`src/rtl/dsp_seq_pkg.sv`:
```
// dsp_seq_pkg: shared state encoding and defaults for the DSP frame sequencer.
package dsp_seq_pkg;

  typedef enum logic [1:0] {
    IDLE    = 2'd0,
    CAPTURE = 2'd1,
    HOLDOFF = 2'd2,
    DONE    = 2'd3
  } seq_state_e;

  localparam int unsigned DEFAULT_FRAME_LEN = 1024;

  // A programmed frame length of 0 behaves as a one-sample frame.
  function automatic int unsigned eff_len(input int unsigned len);
    return (len == 0) ? 32'd1 : len;
  endfunction

endpackage

```
`src/rtl/dsp_seq_stall_wdt.sv`:
```
// dsp_seq_stall_wdt: counts consecutive downstream-stall cycles while capturing
// and emits a one-cycle pulse each time LIMIT stalls in a row are reached.
// The count restarts after every pulse, so a permanent stall pulses every LIMIT cycles.
module dsp_seq_stall_wdt #(
  parameter int unsigned LIMIT = 64
) (
  input  logic clk,
  input  logic reset,
  input  logic ce,
  input  logic active,
  input  logic stall,
  output logic irq
);

  localparam int unsigned CNTW = (LIMIT < 2) ? 1 : $clog2(LIMIT);

  logic [CNTW-1:0] cnt_q;
  logic            irq_q;

  // Consecutive-stall counter; any non-stall or inactive cycle clears it.
  always_ff @(posedge clk) begin
    if (reset) begin
      cnt_q <= '0;
      irq_q <= 1'b0;
    end else if (ce) begin
      irq_q <= 1'b0;
      if (active && stall) begin
        if (cnt_q == CNTW'(LIMIT - 1)) begin
          cnt_q <= '0;
          irq_q <= 1'b1;
        end else begin
          cnt_q <= cnt_q + CNTW'(1);
        end
      end else begin
        cnt_q <= '0;
      end
    end
  end

  assign irq = irq_q;

endmodule

```
`src/rtl/dsp_frame_sequencer.sv`:
```
// dsp_frame_sequencer: cuts the decimated sample stream into fixed-length
// frames for the FFT window, drops samples between frames (holdoff), drives
// tlast and raises per-frame / stall interrupts.
// Optional stall watchdog: define DSP_FRAME_SEQ_STALL_WDT_EN to enable it;
// without it irq_stall is tied low.
//
// Handshake: a beat moves on any cycle where valid and ready are both high.
// In CAPTURE the block is a zero-latency wire (tready_s follows tready_m,
// tvalid_m follows tvalid_s); outside CAPTURE input is always accepted and
// dropped, and tvalid_m stays low. ce=0 forces both ready and valid low.
module dsp_frame_sequencer #(
  parameter int DW          = 16,
  parameter int LW          = 12,
  parameter int HW          = 16,
  parameter int CW          = 16,
  parameter int STALL_LIMIT = 64
) (
  input  logic          clk,
  input  logic          reset,
  input  logic          ce,
  input  logic [DW-1:0] tdata_s,
  input  logic          tvalid_s,
  output logic          tready_s,
  output logic [DW-1:0] tdata_m,
  output logic          tvalid_m,
  input  logic          tready_m,
  output logic          tlast_m,
  input  logic          start,
  input  logic          abort,
  input  logic          continuous,
  input  logic [LW-1:0] frame_len,
  input  logic [HW-1:0] holdoff,
  output logic          busy,
  output logic [CW-1:0] frame_cnt,
  output logic          irq_frame,
  output logic          irq_stall,
  output logic [1:0]    state_dbg
);

  import dsp_seq_pkg::*;

  seq_state_e    state_q, state_nx;
  logic [LW-1:0] len_q, cnt_q, len_eff;
  logic [HW-1:0] hold_q, hcnt_q;
  logic [CW-1:0] frame_cnt_q;
  logic          irq_frame_q;
  logic          run, xfer, last_xfer, drop, hold_end, frame_done, enter_capture;

  assign run        = ce && !reset;
  assign len_eff    = LW'(eff_len(32'(frame_len)));
  assign xfer       = (state_q == CAPTURE) && tvalid_s && tready_m;
  assign last_xfer  = xfer && (cnt_q == len_q - LW'(1));
  assign drop       = (state_q == HOLDOFF) && tvalid_s;
  assign hold_end   = drop && (hcnt_q == hold_q - HW'(1));
  assign frame_done = last_xfer && !abort;
  // Shadow length/holdoff are reloaded on every entry into CAPTURE.
  assign enter_capture = !abort &&
                         (((state_q == IDLE) && start) ||
                          (last_xfer && continuous && (hold_q == '0)) ||
                          hold_end);

  // Next-state decode and stream-side outputs.
  always_comb begin
    state_nx = state_q;
    tready_s = 1'b0;
    tvalid_m = 1'b0;
    tlast_m  = 1'b0;
    tdata_m  = tdata_s;
    case (state_q)
      IDLE: begin
        tready_s = run;
        if (start) state_nx = CAPTURE;
      end
      CAPTURE: begin
        tready_s = run && tready_m;
        tvalid_m = run && tvalid_s;
        tlast_m  = run && (cnt_q == len_q - LW'(1));
        if (last_xfer) begin
          if (!continuous)        state_nx = DONE;
          else if (hold_q == '0)  state_nx = CAPTURE;
          else                    state_nx = HOLDOFF;
        end
      end
      HOLDOFF: begin
        tready_s = run;
        if (hold_end) state_nx = CAPTURE;
      end
      DONE: begin
        tready_s = run;
        state_nx = IDLE;
      end
      default: state_nx = IDLE;
    endcase
    if (abort) state_nx = IDLE;
  end

  // State, shadow registers, sample/holdoff counters and frame status.
  always_ff @(posedge clk) begin
    if (reset) begin
      state_q     <= IDLE;
      len_q       <= LW'(DEFAULT_FRAME_LEN);
      hold_q      <= '0;
      cnt_q       <= '0;
      hcnt_q      <= '0;
      frame_cnt_q <= '0;
      irq_frame_q <= 1'b0;
    end else if (ce) begin
      state_q     <= state_nx;
      irq_frame_q <= frame_done;
      if (frame_done) frame_cnt_q <= frame_cnt_q + CW'(1);
      if (abort) begin
        cnt_q  <= '0;
        hcnt_q <= '0;
      end else if (enter_capture) begin
        len_q  <= len_eff;
        hold_q <= holdoff;
        cnt_q  <= '0;
        hcnt_q <= '0;
      end else if (last_xfer) begin
        cnt_q  <= '0;
        hcnt_q <= '0;
      end else if (xfer) begin
        cnt_q  <= cnt_q + LW'(1);
      end else if (drop) begin
        hcnt_q <= hcnt_q + HW'(1);
      end
    end
  end

  assign busy      = (state_q != IDLE);
  assign frame_cnt = frame_cnt_q;
  assign irq_frame = run && irq_frame_q;
  assign state_dbg = state_q;

`ifdef DSP_FRAME_SEQ_STALL_WDT_EN
  logic stall_pulse;

  dsp_seq_stall_wdt #(.LIMIT(STALL_LIMIT)) u_stall_wdt (
    .clk    (clk),
    .reset  (reset),
    .ce     (ce),
    .active ((state_q == CAPTURE) && !abort),
    .stall  (tvalid_s && !tready_m),
    .irq    (stall_pulse)
  );

  assign irq_stall = run && stall_pulse;
`else
  logic unused_stall_cfg;
  assign unused_stall_cfg = ^STALL_LIMIT;
  assign irq_stall = 1'b0;
`endif

endmodule

```
`config.mk`:
```
export PLATFORM = sky130hd
export DESIGN_NAME = dsp_frame_sequencer
export DESIGN_NICKNAME = d
export VERILOG_FILES = /design/src/rtl/dsp_seq_pkg.sv /design/src/rtl/dsp_seq_stall_wdt.sv /design/src/rtl/dsp_frame_sequencer.sv
export SDC_FILE = /design/constraint.sdc
export NUM_CORES = 1
export LEC_CHECK = 0
export CAP_MARGIN = 30
export CORE_ASPECT_RATIO = 0.7
export CORE_MARGIN = 1
export CORE_UTILIZATION = 45
export DETAILED_ROUTE_END_ITERATION = 12
export PLACE_DENSITY_LB_ADDON = 0.08
export SYNTH_ARGS = -nofsm -noshare
export SYNTH_HDL_FRONTEND = slang
export SYNTH_SLANG_ARGS = --single-unit
export TNS_END_PERCENT = 100
```
`constraint.sdc`:
```
create_clock -name clk -period 3.9 [get_ports clk]
set_clock_uncertainty 0.2 [all_clocks]
set_input_delay 0.975 -clock clk [delete_from_list [all_inputs] [get_ports clk]]
set_output_delay 0.975 -clock clk [all_outputs]
set_load 0.01 [all_outputs]
```
==> insert_results.sql <==
INSERT INTO impl_metrics (metric_group, metric, value, unit) VALUES
('global_route', 'grt_first_pass_wirelength', '21.0', 'mm'),
('pwr', 'ir_drop', '0.000190', 'V'),
('pwr', 'post_layout_total_power', '1.96', 'mW'),
('floorplan', 'chipHeight', '87.9', 'µm'),
('drt', 'detail-route-antenna-nets', '0', ''),
('pwr', 'combPwrFrac', '0.135', ''),
('floorplan', 'std_cell_rows', '30', ''),
('sta', 'rsz0062_at_grt', 'false', ''),
('worst_setup_path', 'critPathLaunch', 'len_q[2]$_SDFFE_PP0P_', ''),
('sta', 'hold_violations', '0', ''),
('final_layout', 'final_net_count', '695', ''),
('pwr', 'power_frac_clock', '0.460', ''),
('clocking', 'cts_max_path_buffers', '2', ''),
('floorplan', 'core', '0.00995', 'mm²'),
('status', 'status', 'completed', ''),
('floorplan', 'dieWidth', '125', 'µm'),
('final_layout', 'multiInputGateArea', '0.00288', 'mm²'),
('synth', 'avgSynthCellArea', '8.03', 'µm²'),
('synth', 'synthFlopType', 'dfxtp_1', ''),
('synth', 'number_of_synthesized_flops_with_an_enable_pin', '0', ''),
('drt', 'dr_total_vias', '4586', ''),
('clocking', 'cts.sink_count', '75', ''),
('place', 'dp_hpwl', '9.46', 'mm'),
('clocking', 'clock_insertion_delay_at_the_later_pin_of_the_skew_report', '0.34', 'ns'),
('worst_setup_path', 'rr_worst_depth', '9', ''),
('worst_setup_path', 'worst-r2r-setup-slack', '0.57', 'ns'),
('synth', 'yosys_warnings', '0', ''),
('worst_setup_path', 'worstSetupStartpointType', 'flop', ''),
('synth', 'yosysTopAreaCellShare', '0.317', ''),
('drt', 'routedWlPerCell', '16.7', 'µm'),
('final_layout', 'seqCellArea', '0.00150', 'mm²'),
('worst_setup_path', 'arrival', '2.57', 'ns'),
('place', 'count_of_input_and_output_buffers', '58', ''),
('sta', 'post-route-min-period', '3.75', 'ns'),
('place', 'place.gp.congestion', '0.854', ''),
('synth', 'synth.top_cells.by_count', 'dfxtp_1 (75), nor2_1 (53), o21ai_0 (45)', ''),
('worst_setup_path', 'crit_path_cell_trace', 'or4_1, nor4_2, xnor2_1, o2111ai_2, or2b_1, nor4_1, dlygate4sd2_1', ''),
('synth', 'syn_inst', '590', ''),
('synth', 'synthDistinctLibCells', '78', ''),
('final_layout', 'layout.filler_cells', '905', ''),
('drt', 'drt_iter0_markers', '335', ''),
('synth', 'post_synthesis_instance_area', '0.00474', 'mm²'),
('final_layout', 'final_layout_size_suffix_gt1_frac', '0.111', ''),
('worst_setup_path', 'crit_path_end', 'tlast_m', ''),
('synth', 'yosys.cell_count.top_type', 'dfxtp_1', ''),
('pwr', 'switching_share', '0.248', ''),
('sta', 'timing.max_slew.rel_slack', '0.432', ''),
('worst_hold_path', 'worst_hold_path_type', 'flop to flop', ''),
('sta', 'setup_total_negative_slack', '0', 'ns'),
('worst_setup_path', 'path_delay_family', 'simple AND/OR/NAND/NOR gates', ''),
('pwr', 'leakage_component_of_the_power', '2.06', 'nW'),
('pwr', 'seqPwrFrac', '0.405', ''),
('drt', 'avgViaCountPerCell', '5.96', ''),
('sta', 'fmax', '267', 'MHz'),
('synth', 'synth_seq_cells', '75', ''),
('global_route', 'grt-ovfl-total', '0', ''),
('worst_setup_path', 'worstPathBufferInverterCount', '1', ''),
('sta', 'final.period_utilization', '0.961', ''),
('worst_setup_path', 'crit_path_end_kind', 'output port', ''),
('global_route', 'grt.total_usage', '0.241', ''),
('clocking', 'clock-root-buffer', 'clkbuf_16', ''),
('sta', 'drv_slew', '0', ''),
('worst_setup_path', 'critical_path.max_fanout', '4', ''),
('run', 'max-cap-violations', '0', ''),
('floorplan', 'fp.dieArea', '0.0110', 'mm²'),
('global_route', 'grt_start_max_net_pins', '56', ''),
('pwr', 'power_per_cell_area', '342', 'mW/mm²'),
('worst_setup_path', 'regToRegStartpoint', 'len_q[2]$_SDFFE_PP0P_', ''),
('synth', 'ys_seq_area_frac', '0.317', ''),
('synth', 'ys_async_sr_fraction', '0', ''),
('pwr', 'total_switching_power', '486', 'µW');
==> per-layer routing <==
metal / part of all wire / GRT usage / vias up
met5: 0 / 0 / -
met4: 0.0079 / 0.0657 / 0
met3: 0.074 / 0.0629 / 9
met2: 0.40 / 0.343 / 156
met1: 0.52 / 0.355 / 2189
li1: - / - / 2232
==> layout make-up <==
class,count,area share
sequential,75,0.262
timing repair buffer,85,0.138
clock buffer,11,0.0423
inverter,21,0.0138
multi-input combinational,446,0.503
tap,128,0.0279
clock inverter,4,0.0131
==> stage by stage <==
| stage | util | area (µm²) | setup slack (ns) | hold WS, ns | std cells |
|---|---|---|---|---|---|
| after CTS | 0.576 | 5730 | 0.135 | 0.259 | 770 |
| after global routing | 0.576 | 5730 | 0.0166 | 0.273 | 770 |
| final | 0.576 | 5730 | 0.151 | 0.258 | 770 |
| after global placement | 0.544 | 5410 | 0.191 | 0.252 | 755 |
| after floorplan | - | 4740 | 0.576 | 0.236 | 590 |
| after detailed placement | 0.544 | 5410 | 0.153 | 0.251 | 755 |
==> repair_timing <==
item,4_1_cts,5_1_grt
hold buffers,0,0
setup endpoints to repair,1,1
gates resized for setup,2,1
hold endpoints to repair,0,0
==> how the worst min path moves through the flow <==
stage               cells past startpoint                  endpoint  slack [ns]                     start
global placement                        2  irq_frame_q$_SDFFE_PP0P_        0.25  irq_frame_q$_SDFFE_PP0P_
global route                            2  irq_frame_q$_SDFFE_PP0P_        0.27  irq_frame_q$_SDFFE_PP0P_
CTS                                     2  irq_frame_q$_SDFFE_PP0P_        0.26  irq_frame_q$_SDFFE_PP0P_
detailed placement                      2  irq_frame_q$_SDFFE_PP0P_        0.25  irq_frame_q$_SDFFE_PP0P_
finish                                  2  irq_frame_q$_SDFFE_PP0P_        0.26  irq_frame_q$_SDFFE_PP0P_
floorplan                               2  irq_frame_q$_SDFFE_PP0P_        0.24  irq_frame_q$_SDFFE_PP0P_
==> kinds of logic (layout without fill, tap and decap cells) <==
logic type / Yosys count / after routing / share of synthesized area
other cells: 1 / 1 / 0.000791
flops: 75 / 75 / 0.317
fa+ha+maj: 5 / 5 / 0.0132
compound gates: 150 / 150 / 0.211
xor+xnor: 46 / 46 / 0.0850
buf+inv: 69 / 121 / 0.0766
simple gates: 240 / 240 / 0.288
mux: 4 / 4 / 0.00871
==> worst register-to-register path, stage by stage, from the launching register on <==
cell      delay, ns
dfxtp_1        0.35
or4_1          0.58
o311ai_1       0.26
mux2i_1        0.14
o22ai_2        0.33
nor4b_4        0.09
buf_4          0.19
nor4_2         0.71
nand2_2        0.14
o31ai_1        0.25
==> placed cells by master (no fill, tap or decap), types with 10 or more instances in the layout <==
master / count
a21oi_1: 40
and3_1: 12
buf_4: 26
clkdlybuf4s50_1: 56
dfxtp_1: 75
inv_1: 21
nand2_1: 26
nand3_1: 42
nand4_1: 12
nor2_1: 53
nor3_1: 23
nor4_1: 10
o21ai_0: 45
xnor2_1: 32
xor2_1: 14
==> power groups by stage <==
stage | logic [mW] | clock network [mW] | registers, mW
floorplan | 0.187 | 0 | 0.805
global placement | 0.256 | 0 | 0.810
detailed placement | 0.262 | 0 | 0.811
CTS | 0.263 | 0.919 | 0.794
global route | 0.290 | 0.954 | 0.796
finish | 0.266 | 0.902 | 0.794
==> registers in the layout (all words and copies together) (netlist names) <==
name / flops
len_q: 12
hcnt_q: 16
state_dbg: 2
cnt_q: 12
hold_q: 16
frame_cnt: 16
irq_frame_q: 1
(Power assumes the default switching activity.)
